## config.mk

```make
export PLATFORM = sky130hd
export DESIGN_NAME = pwm_multi_phase
export DESIGN_NICKNAME = d
export VERILOG_FILES = /design/src/rtl/pwm_multi_phase.sv
export SDC_FILE = /design/constraint.sdc
export NUM_CORES = 2
export LEC_CHECK = 0
export BUFFER_PORTS_ARGS = -buffer_cell sky130_fd_sc_hd__buf_2
export CAP_MARGIN = 10
export CORE_MARGIN = 2
export CORE_UTILIZATION = 46
export DETAILED_ROUTE_END_ITERATION = 7
export GPL_TIMING_DRIVEN = 1
export MAX_ROUTING_LAYER = met4
export PLACE_DENSITY_LB_ADDON = 0.25
export SLEW_MARGIN = 20
export SYNTH_ARGS = -nofsm -noshare
export SYNTH_HDL_FRONTEND = slang
export SYNTH_SLANG_ARGS = --single-unit
```

## constraint.sdc

```tcl
create_clock -name clk -period 6.9 [get_ports clk]
set_input_delay 2.07 -clock clk [delete_from_list [all_inputs] [get_ports clk]]
set_output_delay 2.07 -clock clk [all_outputs]
set_load 0.02 [all_outputs]
```

## src/rtl/pwm_multi_phase.sv

```systemverilog
// Multi-channel phase-shifted PWM: a shared period counter, per-channel on/delay
// tick counts from a serial multiply/divide engine, and atomic shadow commit.
// Optional external period sync is enabled with `define PWM_MC_SYNC_IN_EN.
module pwm_multi_phase #(
  parameter int WIDTH    = 26,
  parameter int CHANNELS = 4,
  parameter int CH_W     = 4
) (
  input  logic                clk,
  input  logic                rst_n,
  input  logic                cfg_valid,
  output logic                cfg_ready,
  input  logic [WIDTH-1:0]    cfg_n,
  input  logic [CH_W-1:0]     cfg_ch,
  input  logic [13:0]         cfg_duty,
  input  logic [8:0]          cfg_phase,
  input  logic                cfg_commit,
  output logic [CHANNELS-1:0] pwm_out,
  output logic                period_start,
`ifdef PWM_MC_SYNC_IN_EN
  input  logic                sync_in,
`endif
  output logic                commit_pending
);
  localparam int PW = WIDTH + 14;
  localparam int VW = WIDTH + 1;
  localparam int SW = VW + 1;
  localparam int BW = $clog2(PW + 1);

  typedef enum logic [2:0] {S_IDLE, S_MUL, S_DIV_ON, S_DIV_DLY, S_STORE} state_t;

  state_t           state_q, state_d;
  logic [WIDTH-1:0] n_q, n_d;
  logic [CH_W-1:0]  ch_q, ch_d;
  logic [13:0]      duty_q, duty_d;
  logic [8:0]       phase_q, phase_d;
  logic             commit_q, commit_d;
  logic [PW-1:0]    div_q, div_d;
  logic [PW-1:0]    b_q, b_d;
  logic [13:0]      rem_q, rem_d;
  logic [BW-1:0]    bit_q, bit_d;
  logic [VW-1:0]    on_q, on_d;

  logic [VW-1:0]    cnt_q, cnt_d;
  logic [WIDTH-1:0] n_act_q, n_act_d;
  logic [WIDTH-1:0] shadow_n_q, shadow_n_d;
  logic [VW-1:0]    on_act_q [CHANNELS];
  logic [VW-1:0]    on_act_d [CHANNELS];
  logic [VW-1:0]    dly_act_q [CHANNELS];
  logic [VW-1:0]    dly_act_d [CHANNELS];
  logic [VW-1:0]    shadow_on_q [CHANNELS];
  logic [VW-1:0]    shadow_on_d [CHANNELS];
  logic [VW-1:0]    shadow_dly_q [CHANNELS];
  logic [VW-1:0]    shadow_dly_d [CHANNELS];
  logic             commit_pending_q, commit_pending_d;
  logic [CHANNELS-1:0] pwm_out_q, pwm_out_d;
  logic             period_start_q, period_start_d;

  logic [13:0]      divisor;
  logic [14:0]      step_rem_sh;
  logic [15:0]      step_sub;
  logic             step_qbit;
  logic [13:0]      step_rem;
  logic [PW-1:0]    step_div;
  logic [VW-1:0]    p_val;
  logic [VW-1:0]    dly_val;
  logic             wrap;
  logic [SW-1:0]    p_act;
  logic [SW-1:0]    s_sum;
  logic [SW-1:0]    cnt_x;
  logic [SW-1:0]    dly_x;
  logic             unused_ok;

  assign cfg_ready      = (state_q == S_IDLE) && !commit_pending_q;
  assign pwm_out        = pwm_out_q;
  assign period_start   = period_start_q;
  assign commit_pending = commit_pending_q;
  assign unused_ok      = step_sub[14];

  // One restoring-divide step: quotient bits shift into div_q as dividend bits leave
  always_comb begin
    divisor     = (state_q == S_DIV_DLY) ? 14'd360 : 14'd10000;
    step_rem_sh = {rem_q, div_q[PW-1]};
    step_sub    = {1'b0, step_rem_sh} - {2'b00, divisor};
    step_qbit   = ~step_sub[15];
    step_rem    = step_qbit ? step_sub[13:0] : step_rem_sh[13:0];
    step_div    = {div_q[PW-2:0], step_qbit};
    p_val       = VW'(n_q) + VW'(2);
    dly_val     = div_q[VW-1:0] + VW'(rem_q >= 14'd180);
  end

  always_comb begin
    state_d  = state_q;
    n_d      = n_q;
    ch_d     = ch_q;
    duty_d   = duty_q;
    phase_d  = phase_q;
    commit_d = commit_q;
    div_d    = div_q;
    b_d      = b_q;
    rem_d    = rem_q;
    bit_d    = bit_q;
    on_d     = on_q;
    case (state_q)
      S_IDLE: begin
        if (cfg_valid && cfg_ready) begin
          n_d      = cfg_n;
          ch_d     = cfg_ch;
          duty_d   = (cfg_duty > 14'd10000) ? 14'd10000 : cfg_duty;
          phase_d  = (cfg_phase > 9'd359) ? 9'd359 : cfg_phase;
          commit_d = cfg_commit;
          state_d  = S_MUL;
        end
      end
      S_MUL: begin
        div_d   = PW'(duty_q) * PW'(p_val);
        b_d     = PW'(phase_q) * PW'(p_val);
        rem_d   = '0;
        bit_d   = '0;
        state_d = S_DIV_ON;
      end
      S_DIV_ON: begin
        if (bit_q == BW'(PW - 1)) begin
          // Round the on-time here so the same datapath can start the delay divide
          on_d    = step_div[VW-1:0] + VW'(step_rem >= 14'd5000);
          div_d   = b_q;
          rem_d   = '0;
          bit_d   = '0;
          state_d = S_DIV_DLY;
        end else begin
          div_d = step_div;
          rem_d = step_rem;
          bit_d = bit_q + BW'(1);
        end
      end
      S_DIV_DLY: begin
        div_d = step_div;
        rem_d = step_rem;
        bit_d = bit_q + BW'(1);
        if (bit_q == BW'(PW - 1)) begin
          state_d = S_STORE;
        end
      end
      S_STORE: state_d = S_IDLE;
      default: state_d = S_IDLE;
    endcase
  end

  // Period counter, shadow staging and the atomic apply at the wrap
  always_comb begin
    cnt_d            = cnt_q;
    n_act_d          = n_act_q;
    shadow_n_d       = shadow_n_q;
    on_act_d         = on_act_q;
    dly_act_d        = dly_act_q;
    shadow_on_d      = shadow_on_q;
    shadow_dly_d     = shadow_dly_q;
    commit_pending_d = commit_pending_q;

    wrap = (cnt_q == (VW'(n_act_q) + VW'(1)));
`ifdef PWM_MC_SYNC_IN_EN
    wrap = wrap | sync_in;
`endif
    cnt_d = wrap ? '0 : cnt_q + VW'(1);

    if (wrap && commit_pending_q) begin
      n_act_d          = shadow_n_q;
      on_act_d         = shadow_on_q;
      dly_act_d        = shadow_dly_q;
      commit_pending_d = 1'b0;
    end

    if (state_q == S_STORE) begin
      shadow_n_d = n_q;
      for (int i = 0; i < CHANNELS; i++) begin
        if (ch_q == CH_W'(i)) begin
          shadow_on_d[i]  = on_q;
          shadow_dly_d[i] = dly_val;
        end
      end
      if (commit_q) begin
        commit_pending_d = 1'b1;
      end
    end
  end

  // Output law; the s > P branch covers a pulse that wraps past the period end
  always_comb begin
    pwm_out_d      = '0;
    s_sum          = '0;
    dly_x          = '0;
    p_act          = SW'(n_act_q) + SW'(2);
    cnt_x          = SW'(cnt_q);
    period_start_d = (cnt_q == '0);
    for (int i = 0; i < CHANNELS; i++) begin
      dly_x = SW'(dly_act_q[i]);
      s_sum = dly_x + SW'(on_act_q[i]);
      if (s_sum > p_act) begin
        pwm_out_d[i] = (cnt_x < (s_sum - p_act)) || (cnt_x >= dly_x);
      end else begin
        pwm_out_d[i] = (cnt_x >= dly_x) && (cnt_x < s_sum);
      end
    end
  end

  always_ff @(posedge clk or negedge rst_n) begin
    if (!rst_n) begin
      state_q          <= S_IDLE;
      n_q              <= '0;
      ch_q             <= '0;
      duty_q           <= '0;
      phase_q          <= '0;
      commit_q         <= 1'b0;
      div_q            <= '0;
      b_q              <= '0;
      rem_q            <= '0;
      bit_q            <= '0;
      on_q             <= '0;
      cnt_q            <= '0;
      n_act_q          <= '0;
      shadow_n_q       <= '0;
      for (int i = 0; i < CHANNELS; i++) begin
        on_act_q[i]     <= '0;
        dly_act_q[i]    <= '0;
        shadow_on_q[i]  <= '0;
        shadow_dly_q[i] <= '0;
      end
      commit_pending_q <= 1'b0;
      pwm_out_q        <= '0;
      period_start_q   <= 1'b0;
    end else begin
      state_q          <= state_d;
      n_q              <= n_d;
      ch_q             <= ch_d;
      duty_q           <= duty_d;
      phase_q          <= phase_d;
      commit_q         <= commit_d;
      div_q            <= div_d;
      b_q              <= b_d;
      rem_q            <= rem_d;
      bit_q            <= bit_d;
      on_q             <= on_d;
      cnt_q            <= cnt_d;
      n_act_q          <= n_act_d;
      shadow_n_q       <= shadow_n_d;
      on_act_q         <= on_act_d;
      dly_act_q        <= dly_act_d;
      shadow_on_q      <= shadow_on_d;
      shadow_dly_q     <= shadow_dly_d;
      commit_pending_q <= commit_pending_d;
      pwm_out_q        <= pwm_out_d;
      period_start_q   <= period_start_d;
    end
  end

endmodule
```

# == After elaboration in Yosys (flattened, before gate mapping) ==
# Cells that the tools add are included.
# totals
elab_cells,129
register_bits,697
# classes
n_eq_ne,12
n_bitwise,1
add_sub_neg,16
n_reduce_logical,23
mux,22
n_mul,2
n_lt_le_gt_ge,20
# op_table
cell,count
< comparator 27 x 28 -> 1 bit,8
one-hot mux 40 bit (3 select lines),1
adder 27 x 27 -> 28 bit,4
greater-than comparator 28 x 27 -> 1 bit,4
subtractor 28 x 27 -> 28 bit,4
greater-or-equal comparator 27 bit,4
two-way mux 14 bit,4
adder 26 x 2 -> 27 bit (second input constant),2
adder 27 x 1 -> 27 bit,2
one-hot mux 14 bit (3 select lines),1
multiplier 14 x 27 -> 40 bit,1
two-way mux 40 bit,1
multiplier 9 x 27 -> 36 bit,1
adder 26 x 1 -> 27 bit (second input constant),1
adder 27 x 1 -> 27 bit (second input constant),1
equality test 27 bit,1
zero test 27 bit,1
two-way mux 27 bit,1
one-hot mux 6 bit (3 select lines),1
subtractor 15 x 14 -> 16 bit,1
greater-or-equal comparator 14 x 13 -> 1 bit (second input constant),1
greater-or-equal comparator 14 x 8 -> 1 bit (second input constant),1
greater-than comparator 14 bit (second input constant),1
one-hot mux 3 bit (4 select lines),1
other kinds (23),48

# == Depth between registers and ports, before layout ==
# depth
depth_word,6
mapped_depth,34
ltp_nobuf,32

# == Least setup slack after synthesis ==
# No wires, ideal clock.
# synth_timing
path_type,reg-to-reg
start,register n_q[3]
end,register div_q[39]
t_arrival_ns,7.290
path_slack_ns,-0.523
stages_incl_launch_ff,33
setup_ns,0.133
path_buffers,1
required_time_ns,6.767
path_cell_list,dfrtp_1 > nand3_1 > nor2_1 > and2_1 > nand4_1 > nor2_1 > inv_1 > nor3_1 > nand3_1 > xnor2_1 > clkbuf_1 > nand2_1 > fa_1 > inv_1 > fa_1 > fa_1 > fa_1 > fa_1 > inv_1 > fa_1 > inv_1 > ha_1 > a31o_2 > a21oi_1 > o31ai_1 > a31oi_1 > nor3_1 > nor4_1 > o211a_1 > o21ai_0 > a31oi_1 > xnor2_1 > o21ai_0
# synth_via
elab_chain_cells,3
# synth_rtl
element,line,source
from (decl),33,"logic [WIDTH-1:0] n_q, n_d;"
from (signal assigned),233,n_q <= n_d;
adder 26 x 2 -> 27 bit,88,p_val = VW'(n_q) + VW'(2);
multiplier 14 x 27 -> 40 bit,116,div_d = PW'(duty_q) * PW'(p_val);
one-hot mux 40 bit (3 select lines),104,case (state_q)
to (signal assigned),238,div_q <= div_d;
to (decl),38,"logic [PW-1:0] div_q, div_d;"
# Every way passes these cells.
# A chain may end at the register's enable or synchronous reset.

# == Final worst setup path ==
# layout_timing
start,register n_q[4]
end,register div_q[39]
# Same word-level chain as after synthesis.

==> results.json <==
{
  "status": "finished with violations",
  "violations": "negative setup slack",
  "hp-class": "flip-flop to flip-flop",
  "cp_max_fo": 8,
  "hold_slack_ns": 0.4627,
  "yosysMostFrequentCell": "nand2_1",
  "grt_pass1_vias": 55980,
  "slew_headroom": 0.1872,
  "drt_iter0_markers": 3731,
  "clockRootBuffer": "clkbuf_16",
  "cts_inserted_buffers": 82,
  "maxSlewViolCount": 0,
  "dr_total_vias": 54300,
  "hold_violations": 0,
  "route.detailed.drc": 0,
  "synth_fp_nets": 8446,
  "hpwlAfterDp_um": 177800,
  "port_buffers": 63,
  "finClkSkew_ns": 0.06335,
  "crit_type": "flip-flop to flip-flop",
  "cp.required_ns": 7.45,
  "grt_pass1_wl_um": 343000,
  "track_usage": 0.3190,
  "num-fill-cells": 13010,
  "synth_top_area_frac": 0.2654,
  "wirelength_um": 224900,
  "htree_levels": 3,
  "ys_warn_count": 0,
  "dieHeight_um": 382.0,
  "antenna_found_initial": 7,
  "wl_per_cell_um": 23.69,
  "synth_largest_area_cell": "dfrtp_1",
  "core_area_sq_um": 141800,
  "worst_slew_pin_slew_ns": 1.210,
  "netlist_instances": 7202,
  "fin_crit_sh": 1.078,
  "cts.sinks": 697,
  "layout-drive-gt1-share": 0.1509,
  "cts_buffer_depth": 3,
  "setup_ws_ns": -0.5377,
  "drv_cap": 0,
  "endpoint_kind": "flip-flop",
  "grt-ovfl-total": 0,
  "syn-cell-area_sq_um": 65720,
  "synth_simple_gate_area_frac": 0.1526,
  "fmax_mhz": 134.5,
  "cts_tree": "yes",
  "synth_top_family_by_area": "adder cells",
  "synth-main-ff-cell": "dfrtp_1",
  "crit_top_cell": "fa_1",
  "synth_xor_area_frac": 0.05731,
  "drtAntennaViolNets": 0,
  "start_util": 0.4636,
  "synth_compound_area_frac": 0.1311,
  "nets": 8777,
  "post_synth.cell_area_avg_sq_um": 9.125,
  "vias_per_cell": 5.721,
  "die_area_sq_um": 145900,
  "async_reset_ff_frac": 1.000,
  "synth_cell_types": 82,
  "fp.dieW_um": 382.0,
  "critPathMaxStageDelay_ns": 0.60,
  "cts-hold-fix-buffers": 0,
  "ys_ff_latch": 697,
  "grt_max_degree": 149,
  "io_pins": 64,
  "clock_latency_ns": 0.72,
  "hold_depth": 2,
  "crit_arrival_ns": 7.99,
  "clk_pin_slew_ns": 0.06,
  "slowest_stage": "fa_1",
  "synthAdderAreaFrac": 0.2809,
  "startpoint_type": "flip-flop",
  "seq_area_sq_um": 17450,
  "period_needed_ns": 7.438,
  "synth-edff-count": 0,
  "syn_to_final_growth_pct": 14.83,
  "yosysSeqAreaShare": 0.2654,
  "setup_viol": 18,
  "synthTopCellsByCount": "nand2_1 (885), inv_1 (752), ha_1 (706)",
  "place.gp.congestion": 0.9905,
  "rows": 138,
  "ff2ff_path_depth": 33,
  "synthTopCellsByArea": "dfrtp_1 (27%), fa_1 (15%), ha_1 (13%)",
  "synthMuxAreaShare": 0.05013,
  "fin_tns_setup_ns": -5.459,
  "firstDrtPassIters": 5,
  "rsz0062_at_grt": "true",
  "multiInputGateArea_sq_um": 45530
}
final timing paths:
kind,end,start,slack (ns)
worst max-delay path,div_q[39],n_q[4],-0.54
worst min-delay path,b_q[0],b_q[0],0.46
worst max register to register,div_q[39],n_q[4],-0.54
worst min register to register,b_q[0],b_q[0],0.46
max in group asynchronous,duty_q[7],rst_n,4.12
min in group asynchronous,cnt_q[3],rst_n,1.32
timing repair:
| item | 4_1_cts | 5_1_grt |
|---|---|---|
| setup endpoints to repair | 34 | 37 |
| hold endpoints to repair | 0 | 0 |
| pin swaps | 65 | 101 |
| setup buffers | 13 | 24 |
| gates resized for setup | 70 | 149 |
metrics by stage:
step | util | std cells | area, sq um | setup WS [ns]
after CTS | 0.5264 | 9468 | 74620 | -0.4931
after floorplan | - | 7202 | 66050 | -0.03678
final | 0.5324 | 9491 | 75470 | -0.5377
after global routing | 0.5324 | 9491 | 75470 | -0.7731
after global placement | 0.5027 | 9304 | 71270 | -0.6477
after detailed placement | 0.5027 | 9304 | 71270 | -0.6511
cell usage in the layout (no fill, tap or decap), drive strengths merged, types with 96 or more instances in the layout:
master / count
mux2: 281
o21ai: 482
ha: 706
nor2: 304
inv: 760
a21oi: 349
xnor2: 243
nand3: 223
and2: 276
clkbuf: 110
a21o: 169
buf: 564
xor2: 187
dfrtp: 697
nand4: 96
nand2: 885
fa: 481
critical path: cells and delay by family, from the launching register on:
kind	cells	cell delay, ns
adders and majority gates	7	3.28
DFF	1	0.36
and+or+nand+nor	8	1.07
buffers and inverters	8	0.88
AOI/OAI and AO/OA	8	1.35
xor gates and xnor gates	2	0.32
registers in the layout, summed over array words and instances (netlist names):
register        flops
dly_act_q         108
on_act_q          108
shadow_dly_q      108
shadow_on_q       108
div_q              40
b_q                36
cnt_q              27
on_q               27
n_act_q            26
n_q                26
shadow_n_q         26
duty_q             14
rem_q              14
phase_q             9
bit_q               6
ch_q                4
pwm_out             4
state_q             3
commit_pending      1
commit_q            1
period_start        1
final cells by class:
type,count,share of cell area
diodes,1,0.00003316
clock buffers,110,0.03044
clock inverters,41,0.008223
inverters,753,0.03752
multi-input cells,5435,0.6033
flip-flops and latches,697,0.2312
well taps,1890,0.03133
repair buffers,564,0.05803
metal layers:
| layer | vias to the layer above | GRT usage | wire (um) |
|---|---|---|---|
| met5 | - | - | 0 |
| met4 | 0 | 0.1494 | 12820 |
| met3 | 472 | 0.03620 | 11170 |
| met2 | 1460 | 0.5214 | 107500 |
| met1 | 27410 | 0.3963 | 93390 |
| li1 | 24960 | - | - |
cell families (layout without fill, tap and decap cells):
logic type / after synthesis / after routing
buffers and inverters: 1070 / 1468
other: 0 / 1
XOR/XNOR: 430 / 430
AO/OA/AOI/OAI: 1400 / 1400
adder cells (fa/ha/maj): 1187 / 1187
multiplexers: 294 / 294
AND/OR/NAND/NOR: 2124 / 2124
flip-flops: 697 / 697
Power is not shown: default switching activity piles up to over one toggle a cycle in this logic, so the estimate is an artifact.
